## src/rtl/wasm_prog_loader.sv

```systemverilog
// Loads a length-prefixed WASM program into instruction BRAM, runs the core,
// and latches the run's result code and cycle count for the host.
module wasm_prog_loader #(
    parameter int ADDR_W  = 10,
    parameter int CNT_W   = 32,
    parameter int TIMEOUT = 500
) (
    input  logic              clk,
    input  logic              rst_n,
    input  logic              s_valid,
    input  logic [7:0]        s_data,
    output logic              s_ready,
    input  logic              i_restart,
    output logic              bram_we,
    output logic [ADDR_W-1:0] bram_addr,
    output logic [7:0]        bram_wdata,
    output logic              cpu_rst_n,
    input  logic              i_instr_finish,
    input  logic              i_instr_error,
    input  logic              i_stack_exceed,
    input  logic              i_stack_empty_pop,
    output logic              o_busy,
    output logic              o_done,
    output logic [2:0]        o_status,
    output logic [CNT_W-1:0]  o_cycle_cnt
);

    // state  | meaning
    // LEN0   | waiting for length low byte
    // LEN1   | waiting for length high byte
    // LOAD   | writing program bytes to BRAM
    // FLUSH  | final BRAM write presented
    // RUN    | core out of reset, counting cycles
    // DONE   | result latched, waiting for restart
    typedef enum logic [2:0] {
        S_LEN0, S_LEN1, S_LOAD, S_FLUSH, S_RUN, S_DONE
    } state_t;

    localparam logic [16:0]      DEPTH    = 17'(1 << ADDR_W);
    localparam logic [CNT_W-1:0] TMO_LAST = CNT_W'(TIMEOUT - 1);
    localparam logic [CNT_W-1:0] TMO_VAL  = CNT_W'(TIMEOUT);

    state_t           state, state_nxt;
    logic             rdy_en;
    logic [15:0]      len;
    logic [15:0]      idx;
    logic [CNT_W-1:0] run_cnt;
    logic             accept;
    logic [15:0]      len_full;
    logic             len_bad;
    logic             last_byte;
    logic             run_hit;
    logic [2:0]       run_code;
    logic             run_tmo;

    assign s_ready   = rdy_en & ((state == S_LEN0) | (state == S_LEN1) | (state == S_LOAD));
    assign accept    = s_valid & s_ready;
    assign len_full  = {s_data, len[7:0]};
    assign len_bad   = (len_full == 16'd0) || ({1'b0, len_full} > DEPTH);
    assign last_byte = (idx == len - 16'd1);
    assign run_tmo   = (run_cnt == TMO_LAST);
    assign o_busy    = (state != S_DONE);
    assign o_done    = (state == S_DONE);

    // Fixed priority among simultaneous core flags.
    always_comb begin
        run_hit  = 1'b1;
        run_code = 3'd0;
        if (i_instr_error)          run_code = 3'd2;
        else if (i_stack_exceed)    run_code = 3'd3;
        else if (i_stack_empty_pop) run_code = 3'd4;
        else if (i_instr_finish)    run_code = 3'd1;
        else                        run_hit  = 1'b0;
    end

    always_ff @(posedge clk or negedge rst_n) begin
        if (!rst_n) state <= S_LEN0;
        else        state <= state_nxt;
    end

    always_comb begin
        state_nxt = state;
        case (state)
            S_LEN0:  if (accept) state_nxt = S_LEN1;
            S_LEN1:  if (accept) state_nxt = len_bad ? S_DONE : S_LOAD;
            S_LOAD:  if (accept && last_byte) state_nxt = S_FLUSH;
            S_FLUSH: state_nxt = S_RUN;
            S_RUN:   if (run_hit || run_tmo) state_nxt = S_DONE;
            S_DONE:  if (i_restart) state_nxt = S_LEN0;
            default: state_nxt = S_LEN0;
        endcase
    end

    always_ff @(posedge clk or negedge rst_n) begin
        if (!rst_n) begin
            rdy_en      <= 1'b0;
            bram_we     <= 1'b0;
            bram_addr   <= '0;
            bram_wdata  <= '0;
            cpu_rst_n   <= 1'b0;
            o_status    <= 3'd0;
            o_cycle_cnt <= '0;
            len         <= '0;
            idx         <= '0;
            run_cnt     <= '0;
        end else begin
            rdy_en  <= 1'b1;
            bram_we <= 1'b0;
            case (state)
                S_LEN0: if (accept) len[7:0] <= s_data;
                S_LEN1: begin
                    if (accept) begin
                        len[15:8] <= s_data;
                        idx       <= '0;
                        if (len_bad) o_status <= 3'd6;
                    end
                end
                S_LOAD: begin
                    if (accept) begin
                        bram_we    <= 1'b1;
                        bram_addr  <= idx[ADDR_W-1:0];
                        bram_wdata <= s_data;
                        idx        <= idx + 16'd1;
                    end
                end
                S_FLUSH: begin
                    cpu_rst_n <= 1'b1;
                    run_cnt   <= '0;
                end
                S_RUN: begin
                    if (run_hit) begin
                        o_status    <= run_code;
                        o_cycle_cnt <= run_cnt;
                        cpu_rst_n   <= 1'b0;
                    end else if (run_tmo) begin
                        o_status    <= 3'd5;
                        o_cycle_cnt <= TMO_VAL;
                        cpu_rst_n   <= 1'b0;
                    end else if (run_cnt != '1) begin
                        run_cnt <= run_cnt + 1'b1;
                    end
                end
                S_DONE: if (i_restart) o_status <= 3'd0;
                default: ;
            endcase
        end
    end

endmodule

```

## config.mk

```make
export PLATFORM = sky130hd
export DESIGN_NAME = wasm_prog_loader
export DESIGN_NICKNAME = d
export VERILOG_FILES = /design/src/rtl/wasm_prog_loader.sv
export SDC_FILE = /design/constraint.sdc
export NUM_CORES = 1
export LEC_CHECK = 0
export ABC_CLOCK_PERIOD_IN_PS = 3000
export CELL_PAD_IN_SITES_DETAIL_PLACEMENT = 1
export CELL_PAD_IN_SITES_GLOBAL_PLACEMENT = 2
export CORE_MARGIN = 2
export CORE_UTILIZATION = 37
export CTS_BUF_LIST = sky130_fd_sc_hd__clkbuf_4
export CTS_CLUSTER_SIZE = 12
export DETAILED_ROUTE_END_ITERATION = 10
export GPL_ROUTABILITY_DRIVEN = 0
export PLACE_DENSITY_LB_ADDON = 0.1
export SYNTH_ARGS = -nofsm -noshare
export SYNTH_HDL_FRONTEND = slang
export SYNTH_SLANG_ARGS = --single-unit
```

## constraint.sdc

```tcl
create_clock -name clk -period 3 [get_ports clk]
set_clock_uncertainty 0.1 [all_clocks]
set_input_delay 0.45 -clock clk [delete_from_list [all_inputs] [get_ports clk]]
set_output_delay 0.45 -clock clk [all_outputs]
set_load 0.01 [all_outputs]
```

-- Word-level counts from Yosys, hierarchy flattened
Index checks and enable logic that the tools add are counted.
- bits in registers: 123
- output and inout port bits: 58
- word-level logic and storage cells: 92
- add/sub/neg operators: 3
- $lt $le $gt $ge: 1
- equal/unequal tests: 20
- muxes and demuxes: 34
- bitwise operators: 4
- reductions and logical operators: 18
- operator list (operator ; count):
    $mux 32 ; 5
    $pmux 32 s2 ; 1
    $mux 3 ; 13
    $add 32x1->32 const B ; 1
    $eq 32x9->1 const B ; 1
    $mux 16 ; 2
    $ne 32x32->1 const B ; 1
    $pmux 16 s2 ; 1
    $ne 2x2->1 const B ; 9
    $pmux 3 s6 ; 1
    $add 16x1->16 const B ; 1
    $eq 16x16->1 ; 1
    $gt 16x11->1 const B ; 1
    $logic_not 16->1 ; 1
    $sub 16x1->16 const B ; 1
    $reduce_and 2->1 ; 5
    $reduce_and 5->1 ; 2
    $mux 1 ; 9
    $pmux 3 s3 ; 1
    $eq 3x2->1 const B ; 2
    $eq 3x3->1 const B ; 2
    $ne 3x3->1 const B ; 2
    $reduce_bool 2->1 ; 3
    $reduce_and 4->1 ; 1
    10 further kinds ; 13

-- Depth between registers and ports, before layout
- depth in word-level cells: 8
- depth in mapped cells: 10

-- Worst setup path before layout
OpenSTA, ideal clock, no wires.
- path kind: register -> register
- from: reg len[0]
- to: reg state[0]
- setup time: 0.077 ns
- arrival: 2.295 ns
- required time: 2.823 ns
- slack: 0.528 ns
- stages on the path, launching flop included: 10
- path buffers: 1
- clock period less this slack: 2.472 ns
- path through: dfrtp_1 > clkbuf_1 > inv_1 > ha_1 > or3b_2 > or4_1 > a21o_1 > a311oi_1 > o2111ai_1 > a21oi_1
- longest elaborated chain between the ends: 5
- elaborated cells on any way between the ends: 11
- those cells by class: add/sub (1); order compare (1); eq/ne (2); mux (3); reduce/logical (4)
- RTL lines (item ; RTL line ; source):
    from (decl) ; 45 ; logic [15:0] len;
    from (signal assigned) ; 110 ; S_LEN0: if (accept) len[7:0] <= s_data;
    $sub 16x1->16 (tied with other cells) ; 60 ; assign last_byte = (idx == len - 16'd1);
    $eq 16x16->1 or $logic_or 1x1->1 (tied branches) ; 60, 59 ;
    $logic_and 1x1->1 or $mux 3 (tied branches) ; 86, 85 ;
    $ne 2x1->1 (no line) or $mux 3 (tied branches) ; -- ;
    $reduce_and 5->1 (no line) or $pmux 3 s6 (tied branches) ; -- ;
    to (signal assigned) ; 78 ; else state <= state_nxt;
    to (decl) ; 43 ; state_t state, state_nxt;
Several ways; a longest one is shown, not always the timed one. The select of a mux whose other input is x is not followed.
A chain may end at the register's enable or synchronous reset.

-- Final worst setup path
- from: reg len[1]
- to: reg state[0]
The elaborated chain is that of the path after synthesis.

==> key figures <==
Run status
  – Run status: complete, no violations

STA
  – Final Hold Vio Count: 0
  – Endpoints failing setup: 0
  – Slew margin rel.: 41.6%
  – Final setup margin: 228 ps
  – Least-Margin Pin Slew: 872 ps
  – Setup_tns: 0 ps
  – Final slew viol count: 0
  – Final critical-path required period: 2770 ps
  – Hold slack: 333 ps
  – RSZ-0062 raised after global routing: false
  – Final period util: 92.4%
  – Max frequency: 361 MHz

Floorplan
  – Starting density of the core: 37.8%
  – Die height: 134 um
  – Total die area: 18,000 sq um
  – Die width: 134 um
  – Core area: 16,600 sq um
  – Top Ports: 74
  – Rows: 47

Setup path
  – R2R setup slack: 230 ps
  – Worst-path cell chain: inv_1 > ha_1 > or3b_2 > or4_1 > a21o_1 > a311oi_1 > o2111ai_1 > a21oi_1
  – WP data required: 3380 ps
  – R2R cell count: 8
  – Reg-to-reg startpoint: len[1]
  – CP Class: reg2reg
  – Worst Setup Start Kind: flop
  – CP Capture Type: flop
  – Critical path arrival: 3160 ps
  – Capturing point of the worst reg2reg path: state[0]
  – Worst Path Max Fanout: 9
  – CP max stage cell: dfrtp_1
  – CP peak stage delay: 520 ps

Clock network
  – Root Buffer: clkbuf_4
  – Clk sinks: 123
  – Post-CTS Resized: 0
  – Clk Latency, worst-skew pair: 560 ps
  – Inserted Clock Buffers: 17
  – H-Tree Depth: 4
  – Clk slew on worst S/H paths: 120 ps
  – Max Buffers Root-to-Sink: 2
  – CTS tree: done

Finish
  – Fillers: 1,888
  – Non-filler cells, final: 935
  – Area grow syn2layout: 22.8%
  – Final #Nets: 721
  – Final core utilization: 46.4%
  – Most common cell after layout, fill and taps aside: dfrtp_1
  – Layout cell share with drive strength beyond 1: 15.0%
  – Multi-input logic area: 3020 sq um
  – Most frequent cells in the layout: dfrtp_1, clkdlybuf4s50_1, nand2_1
  – Post-Layout Inst Area: 7690 sq um
  – Sequential Area: 3080 sq um

Flow run
  – MaxCap Viol Count: 0

Power
  – Final Power: 4.86 mW
  – Leak Pwr: 3.25 nW
  – Peak supply drop: 0.329 mV
  – Pwr Density: 632 nW/um^2

Synthesis
  – Syn_nets: 633
  – Unique masters post-synth: 65
  – Main combinational cell family by area after synthesis: simple AND/OR/NAND/NOR gates
  – Synth Warn #: 0
  – Post-Synth Simple-Gate Area: 20.9%
  – Mux cell area share after synthesis: 6.95%
  – Yosys reg bits: 123
  – Sequential share of the synthesized area: 49.2%
  – Async SR Flop Fraction: 100%
  – XOR/XNOR Fraction of Synth Area: 4.48%
  – Avg Cell Area, Syn: 10.2 sq um
  – Compound-Gate Fraction of Synth Area: 14.9%
  – Main synth FF type: dfrtp_1
  – Synth Instances: 613
  – EDFF count, synth: 0
  – Post-Synth Adder-Cell Area: 0.799%
  – Cell Area, Synth: 6260 sq um

Routing
  – Drt drc: 0
  – DRT Wirelength: 17,700 um
  – Wire per inst: 18.9 um
  – Via count: 5,238
  – Violation count after the first detailed-routing iteration: 194
  – Average vias per placed instance: 5.60
  – DR pass1 iterations: 5
  – Number of routed nets with antenna violations: 0

Place
  – Post-DP HPWL: 12,900 um
  – IO buf count: 73
  – Cells after DPL: 901
  – Pre-CTS WS: 118 ps
  – Post-Place Cell Area: 7370 sq um

GRT
  – Initial antenna violation count: 1
  – Vias in the first global route: 5,675
  – Gr usage total: 20.8%
  – Largest net degree at the start of global routing: 52
  – First-pass GRT wire length: 29,400 um
  – Total grt overflow: 0

Min path
  – Worst Hold Class: in2async
-- kinds of logic (layout without fill, tap and decap cells) --
group / after synthesis / after routing
flip-flops: 123 / 123
buffers and inverters: 43 / 144
other: 1 / 2
XOR/XNOR: 32 / 32
AO/OA/AOI/OAI: 139 / 139
adder cells (fa/ha/maj): 4 / 4
multiplexers: 39 / 39
AND/OR/NAND/NOR: 232 / 232
-- flip-flops by register name, indices dropped and copies added (netlist names) --
register / flops
bram_addr: 10
bram_wdata: 8
bram_we: 1
cpu_rst_n: 1
idx: 16
len: 16
o_cycle_cnt: 32
o_status: 3
rdy_en: 1
run_cnt: 32
state: 3
-- synthesized netlist by cell type, types with 4 or more instances --
master    instances  area, sq um
inv_1            12         45.0
a21oi_1          37          185
xor2_1           22          193
or4_1            17          128
nand4_1          18          113
o21ai_0          28          140
clkbuf_1         20         75.1
nor3_1           13         65.1
nand2_1          46          173
ha_1              4         50.1
buf_1             5         18.8
o31ai_1          13         97.6
nor2_1           40          150
a22o_1           25          219
mux2_2           36          405
or3_1            21          131
and3_1           10         62.6
nand3_1          22          110
nor4_1            9         56.3
xnor2_1          10         87.6
dfrtp_1         123         3080
buf_2             5         25.0
o22a_1            6         52.6
nand2b_1          8         50.1
-- cell type report --
class	count	area share [%]
clock inverters	14	2.31
clock buffers	18	1.76
multi-input cells	447	39.3
flip-flops and latches	123	40.0
repair buffers	100	12.5
inverters	12	0.586
diodes	1	0.0325
well taps	220	3.58
-- power breakdown --
part,internal (mW),switching [mW]
sequential,1.86,0.281
combinational,0.684,0.728
clock,0.657,0.652
-- what timing repair did --
item / in CTS / in global routing
setup endpoints to repair: 0 / 0
hold endpoints to repair: 48 / 0
setup buffers: 0 / 0
hold buffers: 1 / 0
-- layer usage --
metal	wire, um	track usage [%]
met5	0	0
met2	9370	37.5
met4	263	7.19
met1	7550	24.7
met3	499	4.46
-- worst max path at each step --
stage	start	end	slack, ps	cells after the start
floorplan	len[0]	state[0]	530	9
global placement	s_data[1]	o_status[2]	200	8
detailed placement	s_data[1]	o_status[1]	120	8
CTS	len[1]	state[0]	200	8
global route	len[1]	state[0]	80	8
finish	len[1]	state[0]	230	8
-- worst max-delay path, delay by kind of cell (launching register included) --
family                     cells  cell delay (ps)
adders and majority gates      1              170
buffers and inverters          1              140
AOI/OAI and AO/OA              4              870
DFF                            1              520
and+or+nand+nor                2              890
Power figures use the tool's default switching activity.
